File: src/rtl/cdb_pkg.sv
// Shared types for the common-data-bus broadcaster: default widths, label type
// and the broadcast triple seen by the register file and reservation stations.
package cdb_pkg;

    localparam int LW_DEF = 5;
    localparam int DW_DEF = 32;

    typedef logic [LW_DEF-1:0] label_t;

    // Label 0 marks "no producer" and must never appear on the bus.
    localparam label_t NO_LABEL = '0;

    typedef struct packed {
        logic              en;
        label_t            label;
        logic [DW_DEF-1:0] data;
    } bcast_t;

endpackage

File: src/rtl/rr_arbiter.sv
// Combinational round-robin arbiter: the highest priority goes to ptr_i, then
// ptr_i+1, and so on, wrapping at NSRC. Returns a one-hot grant and its index.
module rr_arbiter #(
    parameter  int NSRC = 4,
    localparam int PW   = (NSRC > 1) ? $clog2(NSRC) : 1
) (
    input  logic [NSRC-1:0] req_i,
    input  logic [PW-1:0]   ptr_i,
    output logic [NSRC-1:0] gnt_o,
    output logic [PW-1:0]   idx_o,
    output logic            valid_o
);

    logic [2*NSRC-1:0] dbl;
    logic [2*NSRC-1:0] dbl_rot;
    logic [NSRC-1:0]   rot;
    logic [PW:0]       sum;

    // Rotating the doubled vector puts the ptr_i source at bit 0.
    always_comb begin
        dbl     = {req_i, req_i};
        dbl_rot = dbl >> ptr_i;
        rot     = dbl_rot[NSRC-1:0];
    end

    always_comb begin
        valid_o = 1'b0;
        idx_o   = '0;
        sum     = '0;
        gnt_o   = '0;
        for (int j = 0; j < NSRC; j++) begin
            if (!valid_o && rot[j]) begin
                valid_o = 1'b1;
                sum     = {1'b0, ptr_i} + (PW+1)'(j);
                if (sum >= (PW+1)'(NSRC)) begin
                    sum = sum - (PW+1)'(NSRC);
                end
                idx_o = sum[PW-1:0];
            end
        end
        for (int i = 0; i < NSRC; i++) begin
            gnt_o[i] = valid_o && (idx_o == PW'(i));
        end
    end

endmodule

File: src/rtl/cdb_broadcaster.sv
// Common-data-bus arbiter and registered broadcaster for the Tomasulo core.
// Optional CDB_STATS_EN adds bc_count and conflict_count statistics outputs.
module cdb_broadcaster
    import cdb_pkg::*;
#(
    parameter int NSRC = 4,
    parameter int LW   = LW_DEF,
    parameter int DW   = DW_DEF
) (
    input  logic              clk,
    input  logic              nRST,
    input  logic              flush,
    input  logic [NSRC-1:0]   req,
    input  logic [NSRC*LW-1:0] req_label,
    input  logic [NSRC*DW-1:0] req_data,
    output logic [NSRC-1:0]   gnt,
    output logic              BCEN,
    output logic [LW-1:0]     BClabel,
    output logic [DW-1:0]     BCdata,
`ifdef CDB_STATS_EN
    output logic [31:0]       bc_count,
    output logic [31:0]       conflict_count,
`endif
    output logic              err_zero_label
);

    localparam int PW = (NSRC > 1) ? $clog2(NSRC) : 1;

    typedef struct packed {
        logic          en;
        logic [LW-1:0] label;
        logic [DW-1:0] data;
    } bc_t;

    bc_t           bc_q, bc_d;
    logic [PW-1:0] ptr_q, ptr_d;
    logic          err_q, err_d;

    logic [NSRC-1:0] arb_gnt;
    logic [PW-1:0]   arb_idx;
    logic            arb_valid;
    logic            grant_v;
    logic [LW-1:0]   sel_label;
    logic [DW-1:0]   sel_data;

    rr_arbiter #(.NSRC(NSRC)) u_arb (
        .req_i   (req),
        .ptr_i   (ptr_q),
        .gnt_o   (arb_gnt),
        .idx_o   (arb_idx),
        .valid_o (arb_valid)
    );

    // Handshake: source i holds req[i], label and data stable until it sees
    // gnt[i]=1; the result is consumed on the posedge where req[i] & gnt[i].
    // There is no downstream ready: every grant is accepted at that edge.
    assign grant_v = arb_valid && !flush && nRST;
    assign gnt     = arb_gnt & {NSRC{grant_v}};

    always_comb begin
        sel_label = '0;
        sel_data  = '0;
        for (int i = 0; i < NSRC; i++) begin
            if (arb_idx == PW'(i)) begin
                sel_label = req_label[i*LW +: LW];
                sel_data  = req_data[i*DW +: DW];
            end
        end
    end

    always_comb begin
        bc_d    = bc_q;
        bc_d.en = 1'b0;
        ptr_d   = ptr_q;
        err_d   = err_q;
        if (grant_v) begin
            ptr_d = (arb_idx == PW'(NSRC-1)) ? '0 : arb_idx + 1'b1;
            if (sel_label == LW'(NO_LABEL)) begin
                err_d = 1'b1;
            end else begin
                bc_d.en    = 1'b1;
                bc_d.label = sel_label;
                bc_d.data  = sel_data;
            end
        end
    end

    always_ff @(posedge clk or negedge nRST) begin
        if (!nRST) begin
            bc_q  <= '0;
            ptr_q <= '0;
            err_q <= 1'b0;
        end else begin
            bc_q  <= bc_d;
            ptr_q <= ptr_d;
            err_q <= err_d;
        end
    end

    assign BCEN           = bc_q.en;
    assign BClabel        = bc_q.label;
    assign BCdata         = bc_q.data;
    assign err_zero_label = err_q;

`ifdef CDB_STATS_EN
    logic [31:0] bc_cnt_q, bc_cnt_d;
    logic [31:0] conf_cnt_q, conf_cnt_d;

    always_comb begin
        bc_cnt_d   = bc_cnt_q + 32'(bc_q.en);
        conf_cnt_d = conf_cnt_q;
        if (($countones(req) > 1) && !flush) begin
            conf_cnt_d = conf_cnt_q + 32'd1;
        end
    end

    always_ff @(posedge clk or negedge nRST) begin
        if (!nRST) begin
            bc_cnt_q   <= '0;
            conf_cnt_q <= '0;
        end else begin
            bc_cnt_q   <= bc_cnt_d;
            conf_cnt_q <= conf_cnt_d;
        end
    end

    assign bc_count       = bc_cnt_q;
    assign conflict_count = conf_cnt_q;
`endif

endmodule
File: config.mk
export PLATFORM = sky130hd
export DESIGN_NAME = cdb_broadcaster
export DESIGN_NICKNAME = d
export VERILOG_FILES = /design/src/rtl/cdb_pkg.sv /design/src/rtl/rr_arbiter.sv /design/src/rtl/cdb_broadcaster.sv
export SDC_FILE = /design/constraint.sdc
export NUM_CORES = 1
export LEC_CHECK = 0
export ABC_AREA = 1
export CORE_ASPECT_RATIO = 1.1
export CORE_UTILIZATION = 50
export DETAILED_ROUTE_END_ITERATION = 8
export DONT_BUFFER_PORTS = 1
export GPL_TIMING_DRIVEN = 0
export PLACE_DENSITY = 0.7
export SETUP_SLACK_MARGIN = 0.05
export SLEW_MARGIN = 20
export SYNTH_ARGS = -nofsm -noshare
export SYNTH_HDL_FRONTEND = slang
export SYNTH_SLANG_ARGS = --single-unit
File: constraint.sdc
create_clock -name clk -period 3.3 [get_ports clk]
set_clock_uncertainty 0.1 [all_clocks]
set_input_delay 0.825 -clock clk [delete_from_list [all_inputs] [get_ports clk]]
set_output_delay 0.825 -clock clk [all_outputs]
set_load 0.005 [all_outputs]
# After elaboration in Yosys (flattened, before gate mapping)
# Cells that the tools add are included.
# W data, S select, Z words.
# totals
in_bits	155
output_inout_bits	43
register_bits	41
wordCells	63
# op_classes
n_bitwise	2
reduce_logical	17
eq_ne	3
magnitude_cmp	4
add_sub_neg	8
n_mux	23
n_shift	1
# ops
operator	n
$mux W32	4
$mux W38	2
$mux W5	4
$mux W2	9
$ge A3 B3 Y1 const B	3
$logic_and A1 B1 Y1	9
$shr A8 B2 Y4	1
$sub A2 B1 Y2 const B	4
$add A2 B2 Y3 const B	2
$logic_not A5 Y1	1
$and A4 B4 Y4	1
$eq A2 B2 Y1 const B	2
$logic_not A1 Y1	4
$mux W1	4
$reduce_and A2 Y1	2
$add A2 B1 Y3 const B	1
$ge A2 B3 Y1 const B	1
$add A2 B1 Y2 const B	1
$eq A2 B1 Y1 const B	1
$logic_not A2 Y1	1
$not A1 Y1	1

# Depth between registers and ports, before layout
# logic_depth
word_depth	19
mapped_depth	25
depth_no_buf	22

# By module
# A second synthesis with hierarchy kept.
# unflattened
hier_cells	512
area_unflattened_um2	3185.6
# by_module_without_submodules
mod	cells_per_inst	area_each_um2	n_inst
cdb_broadcaster	448	2851.5	1
rr_arbiter	64	334.1	1

# Worst setup path after synthesis
# Ideal clock, no wire load.
# synth_timing
kind	in2out
startpoint	input req[0]
endpoint	output gnt[2]
stages	12
arrival_ns	2.360
required_ns	2.375
n_path_buf	1
slack_ns	0.015
path_cell_list	nand2_1 -> nand3_1 -> nand2_1 -> inv_1 -> nor2_1 -> nand4_1 -> o21ai_0 -> inv_1 -> ha_1 -> inv_2 -> clkbuf_1 -> nor2_1
# synth_between
elab_chain_cells	14
# synth_rtl
element	line	text
start: declaration	cdb_broadcaster.sv:13	input logic [NSRC-1:0] req,
$shr A8 B2 Y4 *	rr_arbiter.sv:22	dbl_rot = dbl >> ptr_i;
$mux W1	rr_arbiter.sv:32	if (!valid_o && rot[j]) begin
$logic_not A1 Y1	rr_arbiter.sv:32	
$logic_and A1 B1 Y1	rr_arbiter.sv:32	
$mux W1	rr_arbiter.sv:32	
$logic_not A1 Y1	rr_arbiter.sv:32	
$logic_and A1 B1 Y1	rr_arbiter.sv:32	
$mux W1	rr_arbiter.sv:32	
$logic_not A1 Y1	rr_arbiter.sv:32	
$logic_and A1 B1 Y1	rr_arbiter.sv:32	
$mux W2 / $mux W1 (equally long branches)	rr_arbiter.sv:32	
$eq A2 B2 Y1 / $logic_and A1 B1 Y1 (equally long branches)	rr_arbiter.sv:42, cdb_broadcaster.sv:57	
$logic_and A1 B1 Y1, on equally long branches	rr_arbiter.sv:42, cdb_broadcaster.sv:57	
$and A4 B4 Y4 *	cdb_broadcaster.sv:58	assign gnt = arb_gnt & {NSRC{grant_v}};
end: declaration	cdb_broadcaster.sv:16	output logic [NSRC-1:0] gnt,
# Mark *: on every way between the ends. The rest lies on a longest branch, timed or not.

# Worst setup path in the final report
# layout_timing
startpoint	register ptr_q[0]
endpoint	output gnt[1]
# layout_between
elab_chain_cells	14
# layout_rtl
element	line	text
start: declaration	cdb_broadcaster.sv:36	logic [PW-1:0] ptr_q, ptr_d;
start signal: assignment	cdb_broadcaster.sv:95	ptr_q <= ptr_d;
branches (longest 13 deep; another with $add A2 B1 Y3)	--	
$and A4 B4 Y4 *	cdb_broadcaster.sv:58	
# Every way passes the cells marked *.

==> results.cfg <==
[status]
status = completed

[timing]
finalSetupViolCount = 0
rsz0062_at_grt = yes
drv_slew = 0
max_slew_margin_pct = 67.1
finalCritPeriodShare_pct = 96.1
tightest_slew_ns = 0.493
clock.fmax_mhz = 315
finalHoldViolCount = 0
fin_hold_ws_ns = 0.116
min_period_ns = 3.17

[worst_setup_path]
r2r-end = BCdata[25]$_DFFE_PN0P_
crit_type = flop to output pin
crit_required_ns = 2.37
path_max_fanout = 8
cp-endpoint = gnt[1]
arrival_ns = 2.25
endpoint_kind = output pin
r2r-start = ptr_q[1]$_DFFE_PN0P_
startpoint = ptr_q[0]$_DFFE_PN0P_
r2r_slack_ns = 0.17
critPathLaunchType = flop
worst_r2r_path_depth = 22

[finish]
num-fill-cells = 633
drive_gt1_share_pct = 18.2
seq_area_um2 = 1030
nets = 664
multiInputGateArea_um2 = 1920
antenna_cells = 0
area_delta_synth_final_pct = 12.8

[synthesis]
synth_area_leaders = dfrtp_1 32%, nand2_1 22%, o21ai_0 10%
ys_seq_elements = 41
synth_area_um2 = 3190
netlist_instances = 491
yosysWarningCount = 0
synth_top_area_cell = dfrtp_1
synth-seq-area-share_pct = 32.2
synth.top_cells.by_count = 191 x nand2_1, 66 x o21ai_0, 47 x nand3_1
synth.most_common_cell = nand2_1
synth_edf_count = 0
avgSynthCellArea_um2 = 6.49
synth_ff_type = dfrtp_1
netlist.area_leader.share_pct = 32.2
ys_types = 29
syn-num-nets = 650
ys_async_sr_fraction_pct = 100

[floorplanning]
rows = 30
core_um2 = 6160
start_util_pct = 51.8
dieWidth_um = 78.1
io_pins = 198
dieArea_um2 = 6700
die_h_um = 85.7

[place]
io_buffers = 0
hpwl_mm = 7.33
gp_congestion = 0.872

[clocking]
numCtsBuffers = 5
cts_root_buffer = clkbuf_8
ctsHtreeMaxLevel = 2
path_clk_slew_ns = 0.08
insertion_delay_ns = 0.29
ctsHoldBuffers = 0
clk_path_buf_depth = 2
cts_tree = built
numClockSinks = 41

[route]
vias = 3271
wl_mm = 9.78
dr.pass1.iters = 4
drt_iter0_markers = 144
avgViaCountPerCell = 5.58
route.detailed.drc = 0
detail-route-antenna-nets = 0
detail_route.wl_per_cell_um = 16.7

[worst_hold_path]
hold_class = input pin to asynchronous set/reset pin

[flow_run]
cap_violations = 0

[global_routing]
grt_pass1_wl_mm = 14.9
antenna_found_initial = 0
grtUsageTotal_pct = 29.0
grt_max_degree = 43
grt-ovfl-total = 0
grt_pass1_vias = 3092
## cell usage in the layout (no fill, tap or decap), types with 2 or more instances in the layout
cell	count
dfrtp_1	40
nand2_4	3
buf_4	4
nor2_2	3
inv_1	10
clkinv_2	2
nor2_1	9
nand3_2	2
clkbuf_1	8
buf_2	4
ha_1	2
nand2_2	27
or2_2	2
o21ai_0	64
nand2_1	187
a21oi_2	2
a21oi_1	35
nor2_4	2
buf_6	7
buf_8	3
o21ai_1	3
buf_1	4
inv_4	2
clkbuf_2	5
clkbuf_8	5
inv_2	4
or2_0	2
nand3_1	46
buf_12	6
## worst min path at each step
stage | startpoint | to | slack, ns | cells past startpoint
after floorplan | BCdata[2]$_DFFE_PN0P_ | BCdata[2]$_DFFE_PN0P_ | 0.36 | 2
after global placement | BCdata[19]$_DFFE_PN0P_ | BCdata[19]$_DFFE_PN0P_ | 0.39 | 2
after detailed placement | BCdata[17]$_DFFE_PN0P_ | BCdata[17]$_DFFE_PN0P_ | 0.39 | 2
after CTS | nRST | BCdata[26]$_DFFE_PN0P_ | 0.11 | 0
after global routing | nRST | BCdata[17]$_DFFE_PN0P_ | 0.09 | 0
final | nRST | BCdata[17]$_DFFE_PN0P_ | 0.12 | 0
## routing by layer
layer  GRT usage [%]  share of wire [%]
met3            5.96                7.0
met2            51.4                 50
met5               0                  0
met4            8.42                1.8
met1            35.3                 41
## critical path, cell delays in order, from the launching register on
cell and delay [ns]:
dfrtp_1 0.38, buf_6 0.14, inv_4 0.09, nand2_2 0.06
nand3_1 0.09, nand2_2 0.08, inv_1 0.11, nor2_4 0.04
nand4_1 0.14, nand3_1 0.12, o21ai_2 0.11, buf_4 0.14
ha_2 0.23, inv_1 0.07, nor2_1 0.15
## metrics by stage
| stage | setup WS [ns] | cells | util [%] | setup TNS [ns] | area (µm²) |
|---|---|---|---|---|---|
| floorplan | 0.0999 | 491 | - | 0 | 3190 |
| global placement | -0.305 | 571 | 53.4 | -7.83 | 3290 |
| detailed placement | -0.424 | 571 | 53.4 | -11.40 | 3290 |
| CTS | 0.0454 | 579 | 55.1 | 0 | 3390 |
| global route | -0.0361 | 586 | 58.4 | -0.451 | 3600 |
| finish | 0.129 | 586 | 58.4 | 0 | 3600 |
## layout make-up
cell class,count,area share [%]
Sequential cell,41,28.6
Inverter,17,2.05
Buffer,35,7.93
Multi-Input combinational cell,398,53.4
Timing Repair Buffer,7,2.99
Tap cell,80,2.78
Clock inverter,2,0.278
Clock buffer,6,2.02
## sequential cells by signal, summed over array words and instances, names as in the netlist
signal          count
ptr_q               2
BClabel             5
err_zero_label      1
BCdata             32
BCEN                1
## cell families (layout without fill, tap and decap cells)
group / count (synthesis) / in the layout / share of synthesized area, %
and+or+nand+nor: 286 / 286 / 39.2
AOI/OAI and AO/OA: 107 / 107 / 17.1
buffers and inverters: 52 / 67 / 9.66
DFF: 41 / 41 / 32.2
adders and majority gates: 4 / 4 / 1.57
xor gates and xnor gates: 1 / 1 / 0.275
## timing repair
item | 4_1_cts | 5_1_grt
hold endpoints to repair | 0 | 0
cloned | 0 | 1
pin swaps | 1 | 9
setup buffers | 0 | 6
endpoints found under the setup margin | 31 | 42
gates resized for setup | 9 | 40
Power is not shown: default switching activity piles up to over one toggle a cycle in this logic, so the estimate is an artifact.
==> RTL edit 1 (same flow settings) <==
Set the package constant `NO_LABEL` to 1 (it was '0).
--- a/src/rtl/cdb_pkg.sv
+++ b/src/rtl/cdb_pkg.sv
@@ -8,7 +8,7 @@
     typedef logic [LW_DEF-1:0] label_t;
 
     // Label 0 marks "no producer" and must never appear on the bus.
-    localparam label_t NO_LABEL = '0;
+    localparam label_t NO_LABEL = 1;
 
     typedef struct packed {
         logic              en;
Function: changed (a bounded check fails within 4 cycles, from zero or initial values and one cycle with nRST low).
==> RTL edit 1 against the unedited design <==
Worst setup slack better by 0.0050 ns. Critical path type unchanged. Register-to-register slack is essentially flat. Final area up 7.0%. Synthesized cell count increased by 0.41%. Area after synthesis increased by 0.86%. Sequential cell count unchanged. Routed wire length rose by 4.2%. Critical path depth grew 1.
Power is not shown: default switching activity piles up to over one toggle a cycle in this logic, so the estimate is an artifact.
==> RTL edit 1: results (changes against the unedited design) <==
vias post-DR: 3392 (+3.7%)
Synth area leaders: dfrtp_1, nand2_1, o21ai_0, nand3_1, a21oi_1
Syn Nets: 652 (+0.31%)
run status: complete, no violations
largest fanout on the critical path: 6 (-2)
wire per inst: 16.9 um (+1.3%)
Place WS: -0.347 ns (+0.0772 ns)
complex-gate fraction of the synthesized area: 17.3% (+0.24 points)
Avg Inst Size Synth: 6.52 sq um (+0.45%)
fraction of layout cells with a size suffix above 1: 24.3% (+6.1 points)
GRT Total Usage: 28.1% (-0.90 points)
DP HPWL: 7380 um (+0.69%)
first-pass GRT wire length: 14600 um (-2.2%)
Post-synth top cells: nand2_1, o21ai_0, nand3_1
Fillers: 579 (-8.5%)
dpl cells: 573 (+0.35%)
share of the synthesized area in the top cell type: 31.9% (-0.28 points)
Vias/cell: 5.63 (+0.78%)
gpl congestion: 0.867 (-0.63%)
crit-path max cell delay: 0.48 ns (+0.10 ns)
Distinct cells, synth: 27 (-6.9%)
Adder-Cell Fraction of Synth Area: 1.56% (-0.013 points)
initial drt markers: 111 (-23%)
xor-xnor portion of the synthesized cell area: 0.272% (-0.0024 points)
Final Util: 62.1% (+3.7 points)
==> RTL edit 1: cell type report <==
type,instances,area share (%)
plain buffers,35,7.80
clock buffers,6,2.15
clock inverters,2,0.358
inverters,17,1.85
multi-input cells,399,52.7
flip-flops and latches,41,26.7
well taps,80,2.60
repair buffers,23,5.92
==> RTL edit 1: metal layers <==
layer	up-vias	track usage [%]	wire, um
met1	1555	33.6	3980
met4	0	8.42	185
met3	16	5.64	756
li1	1650	-	-
met5	-	0	0
met2	171	50.5	5270
==> RTL edit 1: path summary, 6_finish.rpt <==
check,endpoint,slack [ns],depth (start not counted)
setup / recovery,gnt[2],0.13,15
hold / removal,BCdata[20],0.11,0
setup reg to reg,BCdata[29],0.17,23
hold reg to reg,BCdata[1],0.41,2
max in group asynchronous,ptr_q[0],2.88,0
min in group clk,BCdata[1],0.41,2
==> RTL edit 1: what timing repair did <==
item / CTS / global route
buffers inserted: 3 / 18
cloned: 0 / 2
pin swaps: 3 / 12
setup endpoints to repair: 3 / 42
gates resized for setup: 15 / 67
==> RTL edit 2 (config.mk and constraints unchanged) <==
Made on the original files. Register the output `err_zero_label` once more, with the module's reset; this adds one clock of latency there. The other outputs are not delayed to match.
--- a/src/rtl/cdb_broadcaster.sv
+++ b/src/rtl/cdb_broadcaster.sv
@@ -100,7 +100,13 @@
     assign BCEN           = bc_q.en;
     assign BClabel        = bc_q.label;
     assign BCdata         = bc_q.data;
-    assign err_zero_label = err_q;
+    always_ff @(posedge clk or negedge nRST) begin
+        if (!nRST) begin
+            err_zero_label <= '0;
+        end else begin
+            err_zero_label <= err_q;
+        end
+    end
 
 `ifdef CDB_STATS_EN
     logic [31:0] bc_cnt_q, bc_cnt_d;
Check against the original RTL: not equivalent (Yosys sat finds a counterexample within 4 cycles, from zero or initial values and one cycle with nRST low).
==> RTL edit 2 against the unedited design <==
The run now ends with DRC left. Area after synthesis is 0.27% lower. Final area grew 0.38%. Worst setup slack lost 0.00064 ns. Via count down 0.67%. Sequential cell count increased by 1. Global-route usage down 2.2 points. Routed wire length down 5.7%. First-iteration DRC count up 8.3%. Largest cell class unchanged.
Power is left out: the tool's default activity adds up to more than one toggle a clock period on the data nets, which glitch-free logic cannot reach.
==> RTL edit 2: results (changes against the unedited design) <==
Vias/cell: 5.48 (-1.8%)
met2 WL: 4650 um (-5.9%)
dpl cells: 572 (+0.18%)
final net count: 671 (+1.1%)
Reg2Reg Setup Slack: 0.22 ns (+0.05 ns)
run status: complete, but fails checks
Synth area leaders: dfrtp_1, nand2_1, o21ai_0, nand3_1, a21oi_1
Fillers: 601 (-5.1%)
Initial DRT Pass Iterations: 6 (+2)
sequential-to-total area share from yosys stat: 33.1% (+0.88 points)
vias in the first global route: 2951 (-4.6%)
Post-synth top cells: nand2_1, o21ai_0, nand3_1
WL final: 9230 um (-5.7%)
fraction of layout cells with a size suffix above 1: 16.4% (-1.8 points)
wire per inst: 15.6 um (-6.8%)
Worst Reg2Reg Path Length in Cells: 23 (+4.5%)
Distinct cells, synth: 30 (+3.4%)
GRT Total Usage: 26.8% (-2.2 points)
CP endpoint: gnt[2]
DP HPWL: 7140 um (-2.6%)
Metal-1 WL: 3650 um (-8.5%)
failing checks: DRC
largest net degree at the start of global routing: 44 (+2.3%)
first-pass GRT wire length: 13900 um (-6.9%)
initial drt markers: 156 (+8.3%)
Met3 Wirelength: 724 um (+5.2%)
Syn Nets: 651 (+0.15%)
largest fanout on the critical path: 10 (+2)
DRC Markers: 1 (+1)
[RTL edit 2: area by class of cell]
class | instances | area share [%]
multi-input combinational | 398 | 52.4
sequential | 42 | 29.2
buffer | 35 | 7.18
timing repair buffer | 13 | 3.40
tap | 80 | 2.77
clock buffer | 7 | 2.11
inverter | 17 | 2.11
clock inverter | 1 | 0.832
[RTL edit 2: cells by family (layout without fill, tap and decap cells)]
kind of cell               count (synthesis)  count (layout)  synth area share, %
AOI/OAI and AO/OA                        107             107                 17.1
xor gates and xnor gates                   1               1                0.276
adders and majority gates                  4               4                 1.57
buffers and inverters                     52              73                 9.41
DFF                                       42              42                 33.1
and+or+nand+nor                          286             286                 38.5
[RTL edit 2: worst max-delay path: stages, from the launching register on]
cell      delay (ns)
dfrtp_1         0.38
buf_6           0.14
inv_6           0.07
nand2_2         0.05
nand3_1         0.10
nand2_4         0.08
buf_4           0.13
nor2_1          0.11
a21boi_0        0.10
nand3_1         0.11
o21ai_2         0.09
inv_2           0.08
ha_4            0.16
inv_6           0.06
buf_8           0.14
nor2_4          0.12
[RTL edit 2: metal layers]
layer | global-route usage [%] | up-vias
met5 | 0 | -
met4 | 9.60 | 0
met3 | 6.91 | 16
met2 | 49.2 | 149
met1 | 29.8 | 1446
li1 | - | 1638
[RTL edit 2: how the worst min path moves through the flow]
stage,startpoint,endpoint,cells past startpoint
floorplan,err_q,err_zero_label,0
global placement,err_q,err_zero_label,0
detailed placement,err_q,err_zero_label,0
CTS,nRST,BCdata[26],0
global route,nRST,BCdata[21],0
finish,nRST,BCdata[21],0
[RTL edit 2: stage by stage]
stage                     area [sq um]  setup WS, ns  TNS (ns)  util [%]
after floorplan                   3180         0.124         0         -
after global placement            3280        -0.218     -6.97      53.3
after detailed placement          3280        -0.285     -9.10      53.3
after CTS                         3420        0.0496         0      55.5
after global routing              3610        0.0161         0      58.6
final                             3610         0.128         0      58.6
[RTL edit 2: timing repair]
action / CTS / global route
pin swaps: 0 / 8
setup buffers: 0 / 13
gates resized for setup: 9 / 34
endpoints found under the setup margin: 20 / 42
